<file path="src/rtl/vga_timing_pkg.sv">
// Shared 640x480@60 raster constants and framebuffer geometry for the VGA path.
// Used by the scan controller, the colouring stage and the framebuffer.
package vga_timing_pkg;

    localparam int DefHVisible = 640;
    localparam int DefHFront   = 16;
    localparam int DefHSync    = 96;
    localparam int DefHBack    = 48;
    localparam int DefVVisible = 480;
    localparam int DefVFront   = 10;
    localparam int DefVSync    = 2;
    localparam int DefVBack    = 33;

    localparam int DefScreenX  = 320;
    localparam int DefScreenY  = 240;
    localparam int DefAddrBits = 17;

    typedef logic [9:0] coord_t;

    function automatic int h_total(int visible, int front, int sync, int back);
        return visible + front + sync + back;
    endfunction

    function automatic int v_total(int visible, int front, int sync, int back);
        return visible + front + sync + back;
    endfunction

endpackage

</file>
<file path="src/rtl/vga_scan_controller_if.sv">
// Raster position, sync and framebuffer address bundle leaving the scan controller.
interface vga_scan_controller_if
    import vga_timing_pkg::*;
#(
    parameter int AddrBits = DefAddrBits
);
    coord_t                posicionX;
    coord_t                posicionY;
    logic                  hsync;
    logic                  vsync;
    logic                  videoOn;
    logic [AddrBits-1:0]   addressMemory;
    logic                  pixelTick;
    logic                  frameStart;

    modport master (
        output posicionX, posicionY, hsync, vsync, videoOn,
               addressMemory, pixelTick, frameStart
    );

    modport slave (
        input  posicionX, posicionY, hsync, vsync, videoOn,
               addressMemory, pixelTick, frameStart
    );
endinterface

</file>
<file path="src/rtl/pixel_tick_gen.sv">
// Clock-enable divider: one-clock pixelTick strobe every ClockDivide system clocks.
module pixel_tick_gen #(
    parameter int ClockDivide = 2
) (
    input  logic clock,
    input  logic reset,
    output logic pixelTick
);
    localparam int DivW = (ClockDivide > 1) ? $clog2(ClockDivide) : 1;
    localparam logic [DivW-1:0] DivLast = DivW'(ClockDivide - 1);
    localparam logic [DivW-1:0] DivOne  = DivW'(1);

    logic [DivW-1:0] div;

    // The strobe is registered from the divider value, so it lands one clock
    // after the divider reaches its last count.
    always_ff @(posedge clock) begin
        if (reset) begin
            div       <= '0;
            pixelTick <= 1'b0;
        end else begin
            div       <= (div == DivLast) ? '0 : div + DivOne;
            pixelTick <= (div == DivLast);
        end
    end
endmodule

</file>
<file path="src/rtl/vga_scan_controller.sv">
// Raster timing generator: pixel-rate X/Y counters, sync decode and a
// multiplier-free framebuffer address for the colouring stage.
module vga_scan_controller
    import vga_timing_pkg::*;
#(
    parameter int ClockDivide = 2,
    parameter int HVisible    = DefHVisible,
    parameter int HFront      = DefHFront,
    parameter int HSync       = DefHSync,
    parameter int HBack       = DefHBack,
    parameter int VVisible    = DefVVisible,
    parameter int VFront      = DefVFront,
    parameter int VSync       = DefVSync,
    parameter int VBack       = DefVBack,
    parameter int screenX     = DefScreenX,
    parameter int screenY     = DefScreenY,
    parameter int AddrBits    = DefAddrBits
) (
    input  logic                   clock,
    input  logic                   reset,
    vga_scan_controller_if.master  vga
);
    localparam int HTotal = h_total(HVisible, HFront, HSync, HBack);
    localparam int VTotal = v_total(VVisible, VFront, VSync, VBack);

    localparam coord_t HLast      = coord_t'(HTotal - 1);
    localparam coord_t VLast      = coord_t'(VTotal - 1);
    localparam coord_t HVis       = coord_t'(HVisible);
    localparam coord_t VVis       = coord_t'(VVisible);
    localparam coord_t HSyncStart = coord_t'(HVisible + HFront);
    localparam coord_t HSyncEnd   = coord_t'(HVisible + HFront + HSync);
    localparam coord_t VSyncStart = coord_t'(VVisible + VFront);
    localparam coord_t VSyncEnd   = coord_t'(VVisible + VFront + VSync);
    localparam coord_t ScreenXC   = coord_t'(screenX);
    localparam coord_t ScreenYC   = coord_t'(screenY);
    localparam coord_t CoordOne   = coord_t'(1);
    localparam logic [AddrBits-1:0] RowStep = AddrBits'(screenX);

    logic                tick;
    coord_t              x, y, x_n, y_n;
    logic [AddrBits-1:0] rowBase, rowBase_n;
    logic                lineEnd, frameEnd;
    logic                hsync_r, vsync_r, videoOn_r, frameStart_r;
    logic [AddrBits-1:0] addr_r;

    pixel_tick_gen #(
        .ClockDivide (ClockDivide)
    ) u_pixel_tick (
        .clock     (clock),
        .reset     (reset),
        .pixelTick (tick)
    );

    // rowBase tracks Y*screenX incrementally so the address needs only an adder.
    always_comb begin
        x_n       = x;
        y_n       = y;
        rowBase_n = rowBase;
        lineEnd   = (x == HLast);
        frameEnd  = lineEnd && (y == VLast);
        if (tick) begin
            if (lineEnd) begin
                x_n = '0;
                if (frameEnd) begin
                    y_n       = '0;
                    rowBase_n = '0;
                end else begin
                    y_n = y + CoordOne;
                    if (y < ScreenYC) begin
                        rowBase_n = rowBase + RowStep;
                    end
                end
            end else begin
                x_n = x + CoordOne;
            end
        end
    end

    // Decoded outputs are computed from the next position so every output
    // register describes the same (X,Y) as the counters.
    always_ff @(posedge clock) begin
        if (reset) begin
            x            <= '0;
            y            <= '0;
            rowBase      <= '0;
            hsync_r      <= 1'b1;
            vsync_r      <= 1'b1;
            videoOn_r    <= 1'b0;
            addr_r       <= '0;
            frameStart_r <= 1'b0;
        end else begin
            x            <= x_n;
            y            <= y_n;
            rowBase      <= rowBase_n;
            hsync_r      <= !((x_n >= HSyncStart) && (x_n < HSyncEnd));
            vsync_r      <= !((y_n >= VSyncStart) && (y_n < VSyncEnd));
            videoOn_r    <= (x_n < HVis) && (y_n < VVis);
            addr_r       <= ((x_n < ScreenXC) && (y_n < ScreenYC))
                            ? rowBase_n + AddrBits'(x_n) : '0;
            frameStart_r <= tick && frameEnd;
        end
    end

    assign vga.posicionX     = x;
    assign vga.posicionY     = y;
    assign vga.hsync         = hsync_r;
    assign vga.vsync         = vsync_r;
    assign vga.videoOn       = videoOn_r;
    assign vga.addressMemory = addr_r;
    assign vga.pixelTick     = tick;
    assign vga.frameStart    = frameStart_r;
endmodule
</file>
<file path="src/flat_wrapper.sv">
// flat-port wrapper written by rule: the top's interface ports become plain ports
module vga_scan_controller_flat import vga_timing_pkg::*;
#(
    parameter int ClockDivide = 2,
    parameter int HVisible    = DefHVisible,
    parameter int HFront      = DefHFront,
    parameter int HSync       = DefHSync,
    parameter int HBack       = DefHBack,
    parameter int VVisible    = DefVVisible,
    parameter int VFront      = DefVFront,
    parameter int VSync       = DefVSync,
    parameter int VBack       = DefVBack,
    parameter int screenX     = DefScreenX,
    parameter int screenY     = DefScreenY,
    parameter int AddrBits    = DefAddrBits
)
  (clock, reset, vga_posicionX, vga_posicionY, vga_hsync, vga_vsync, vga_videoOn, vga_addressMemory, vga_pixelTick, vga_frameStart);
  vga_scan_controller_if #(.AddrBits(AddrBits)) vga_i ();
  input  logic clock;
  input  logic reset;
  output wire logic [$bits(vga_i.posicionX)-1:0] vga_posicionX;
  output wire logic [$bits(vga_i.posicionY)-1:0] vga_posicionY;
  output wire logic [$bits(vga_i.hsync)-1:0] vga_hsync;
  output wire logic [$bits(vga_i.vsync)-1:0] vga_vsync;
  output wire logic [$bits(vga_i.videoOn)-1:0] vga_videoOn;
  output wire logic [$bits(vga_i.addressMemory)-1:0] vga_addressMemory;
  output wire logic [$bits(vga_i.pixelTick)-1:0] vga_pixelTick;
  output wire logic [$bits(vga_i.frameStart)-1:0] vga_frameStart;
  assign vga_posicionX = vga_i.posicionX;
  assign vga_posicionY = vga_i.posicionY;
  assign vga_hsync = vga_i.hsync;
  assign vga_vsync = vga_i.vsync;
  assign vga_videoOn = vga_i.videoOn;
  assign vga_addressMemory = vga_i.addressMemory;
  assign vga_pixelTick = vga_i.pixelTick;
  assign vga_frameStart = vga_i.frameStart;
  vga_scan_controller #(.ClockDivide(ClockDivide), .HVisible(HVisible), .HFront(HFront), .HSync(HSync), .HBack(HBack), .VVisible(VVisible), .VFront(VFront), .VSync(VSync), .VBack(VBack), .screenX(screenX), .screenY(screenY), .AddrBits(AddrBits)) u_core (.clock(clock), .reset(reset), .vga(vga_i));
endmodule
</file>
<file path="config.mk">
export PLATFORM = sky130hd
export DESIGN_NAME = vga_scan_controller_flat
export DESIGN_NICKNAME = d
export VERILOG_FILES = /design/src/rtl/vga_timing_pkg.sv /design/src/rtl/vga_scan_controller_if.sv /design/src/rtl/pixel_tick_gen.sv /design/src/rtl/vga_scan_controller.sv /design/src/flat_wrapper.sv
export SDC_FILE = /design/constraint.sdc
export NUM_CORES = 1
export LEC_CHECK = 0
export BUFFER_PORTS_ARGS = -buffer_cell sky130_fd_sc_hd__clkbuf_2
export CORE_ASPECT_RATIO = 2
export CORE_UTILIZATION = 40
export CTS_CLUSTER_SIZE = 30
export DETAILED_ROUTE_END_ITERATION = 8
export PLACE_DENSITY = 0.63
export SLEW_MARGIN = 5
export SYNTH_ARGS = -nofsm -noshare
export SYNTH_HDL_FRONTEND = slang
export SYNTH_HIERARCHICAL = 1
export SYNTH_SLANG_ARGS = --single-unit
</file>
<file path="constraint.sdc">
create_clock -name clock -period 4.1 [get_ports clock]
set_input_delay 0.615 -clock clock [delete_from_list [all_inputs] [get_ports clock]]
set_output_delay 0.615 -clock clock [all_outputs]
set_load 0.01 [all_outputs]
</file>
==> summary.txt <==
Detailed routing
  • Routed len/inst: ~15 um
  • Via Count: around 2800
  • Post-route ant nets: 0
  • First-pass DRT Iterations: 4
  • Starting DRC count in detailed routing: 157
  • Vias per cell: 5.43
  • Routed wire length: 7950 um
  • Drc violations: 0

Status
  • Status: finished clean

Synthesis
  • Synth area leaders: dfxtp_1 37%, xnor2_1 6.5%, nor2_1 6.1%
  • Number of synthesized flops with an enable pin: 0
  • Post-synth cell types: 64
  • YS warnings: 6
  • Mapped Area: 3260 um^2
  • FFs w/ async S/R, synth: 0%
  • Largest area contributor in the netlist: dfxtp_1
  • Ys flop type: dfxtp_1
  • Synth Register Bits: 60
  • Sequential share of the synthesized area: 36.9%
  • Post-synthesis area per instance: between 8 and 9 um^2
  • Syn_nets: 388
  • Synth top area share: 36.9%
  • Synth Instances: 371

Floorplan
  • # rows: 46
  • Area of the die: 8530 um^2
  • Io pins: 44
  • Initial Utilization: 41.3%
  • Die Ht: 130 um
  • Die span in x: 65.8 um
  • Core ar.: 7890 um^2

Global routing
  • Initial antenna violation count: 0
  • GRT Util Overall: 20.1%
  • First-pass GRT wire length: 12800 um
  • Largest net degree at the start of global routing: 30
  • Congestion Overflow GR: 0
  • Vias in the first global route: 2767

Layout
  • Area grow syn2layout: 19.2%
  • FF/Latch Area: between 1000 and 1500 um^2
  • Most common cell after layout, fill and taps aside: dfxtp_1
  • Cell Count, Final, Fillers Out: 520
  • Number of diodes: 0
  • Nets@finish: between 400 and 500
  • Fill count: 774
  • Area of the multi-input gates: 1940 um^2
  • Layout cells sized above 1: 23.1%
  • Core Util, Final: 49.2%
  • Most frequent cells in the layout: 60 x dfxtp_1, 53 x nor2_1, 43 x clkbuf_2, 24 x xnor2_1, 17 x nand2_1

STA
  • Fin. Hold Viols: 0
  • Final Slew Violations: 0
  • Setup violators final: 0
  • Slew of the pin with the lowest slew margin: 0.914 ns
  • Unrepaired setup endpoints after global routing: no
  • Worst Skew: 0.00872 ns
  • Period minus WS final: 3.81 ns
  • Setup TNS Final: 0 ns
  • Slew HR: 37.5%
  • Final period utilization: 93.0%
  • Highest clock rate: 0.262 GHz

Worst setup path
  • Critical Path Sink Type: flip-flop
  • CP arrival: 4.06 ns
  • Setup CP Type: reg -> reg
  • Crit start category: flip-flop
  • Worst EP required: 4.34 ns
  • Crit Path Max Fanout: 8

CTS
  • CTS Buffer Depth: 2
  • Root buf cell: clkbuf_16
  • Sink Count: 60
  • Cts bufs inserted: 9
  • Hold Buf Count CTS: 0
  • CTS tree: built
  • Postcts setup bufs: 0
  • Worst-path clk slew: 0.05 ns
  • H-Tree Depth: 3
  • Clock latency on the worst-skew pair: approximately 0.33 ns

Place
  • Hpwl dp: ~6000 um
  • Placed Cells: 504
  • Number of buffers inserted by port buffering: 43
  • Routability cong.: between 0.8 and 0.9

Pwr
  • VDD IR max: 0.250 mV
  • Pwr Total: 1.37 mW
  • Pwr dens: 353 nW/um^2
  • Leakage power: 1.65 nW

Hold path
  • Min-delay worst type: reg -> reg

Job
  • MaxCap Viol Count: 0
-- metal layers --
metal  GRT usage [%]  vias to the layer above  share of wire, %  wire (um)
li1                -                     1406                 -          -
met1            19.7                     1322                38       2990
met2            37.7                       73                55       4390
met3            3.70                       23               3.6        289
met4            11.6                        0               3.5        275
met5               0                        -                 0          0
-- area by class of cell --
| cell class | instances | share of cell area, % |
|---|---|---|
| Sequential cell | 60 | 30.9 |
| Clock buffer | 12 | 6.61 |
| Clock inverter | 4 | 1.23 |
| Inverter | 12 | 1.16 |
| Timing Repair Buffer | 50 | 6.90 |
| Tap cell | 96 | 3.09 |
| Multi-Input combinational cell | 286 | 50.1 |
-- where the power goes --
| part | leakage (nW) | total, mW | switching [mW] | internal (mW) |
|---|---|---|---|---|
| Sequential | 0.484 | 0.590 | 0.00271 | 0.587 |
| Clock | 0.149 | 0.759 | 0.259 | 0.500 |
| Combinational | 1.02 | 0.0222 | 0.0161 | 0.00612 |
| Total | 1.65 | 1.37 | 0.278 | 1.09 |
-- critical path, cell delays in order (launching register included) --
cell and delay [ns]:
dfxtp_1 0.37, or4_4 0.58, nor4_4 0.32, nand2_1 0.20, and2_1 0.22, ha_1 0.21, fa_1 0.44, a21oi_1 0.26
a2bb2oi_2 0.23, a21oi_1 0.09, a211oi_1 0.21, buf_4 0.18, nor3_4 0.05, a21o_1 0.19, a211oi_1 0.17
-- metrics by stage --
stage	setup WS (ns)	cell area, um^2	hold slack [ns]
floorplan	0.378	3260	0.389
global placement	0.328	3570	0.400
detailed placement	0.260	3570	0.407
CTS	0.221	3870	0.414
global route	0.0375	3880	0.431
finish	0.287	3880	0.411
-- kinds of logic (layout without fill, tap and decap cells) --
kind of cell / Yosys count / count (layout) / share of synthesized area, %
flops: 60 / 60 / 36.9
compound gates: 57 / 57 / 11.8
xor+xnor: 34 / 34 / 9.14
simple gates: 178 / 178 / 31.9
mux: 2 / 2 / 0.653
buf+inv: 25 / 78 / 3.65
fa+ha+maj: 15 / 15 / 5.99
-- synthesized netlist by cell type (all sizes together), types with 2 or more instances --
cell type and count:
and4 3, dfxtp 60, buf 7, and3 9
nor2 62, a2111oi 3, nand4 10, a211oi 2
nor2b 15, o21a 2, xnor2 24, nand2 19
nand3 14, o21ai 8, o22ai 3, nor3 15
a21o 3, ha 14, nor4 11, a31oi 4
xor2 10, o31a 2, a21oi 19, nand4b 3
clkbuf 6, nand2b 4, inv 12, and2 8
-- state kept, by name, indices dropped and copies added, names as in the netlist --
| register | cells |
|---|---|
| u_core/u_pixel_tick/pixelTick | 1 |
| u_core/vga.hsync | 1 |
| u_core/rowBase | 17 |
| u_core/vga.posicionX | 10 |
| u_core/vga.videoOn | 1 |
| u_core/u_pixel_tick/div | 1 |
| u_core/vga.vsync | 1 |
| u_core/vga.frameStart | 1 |
| u_core/vga.addressMemory | 17 |
| u_core/vga.posicionY | 10 |
-- final timing paths --
| kind | start | endpoint | slack, ns | depth (start not counted) |
|---|---|---|---|---|
| setup / recovery | u_core/vga.posicionY[5] | u_core/vga.addressMemory[14] | 0.29 | 14 |
| hold reg to reg | u_core/u_pixel_tick/div | u_core/u_pixel_tick/div | 0.41 | 1 |
| setup reg to reg | u_core/vga.posicionY[5] | u_core/vga.addressMemory[14] | 0.29 | 14 |
| hold / removal | u_core/u_pixel_tick/div | u_core/u_pixel_tick/div | 0.41 | 1 |
-- repair_timing --
| item | CTS | global route |
|---|---|---|
| gates resized for setup | 0 | 1 |
| endpoints found under the setup margin | 0 | 1 |
| endpoints found under the hold margin | 0 | 0 |
Power figures use the tool's default switching activity.
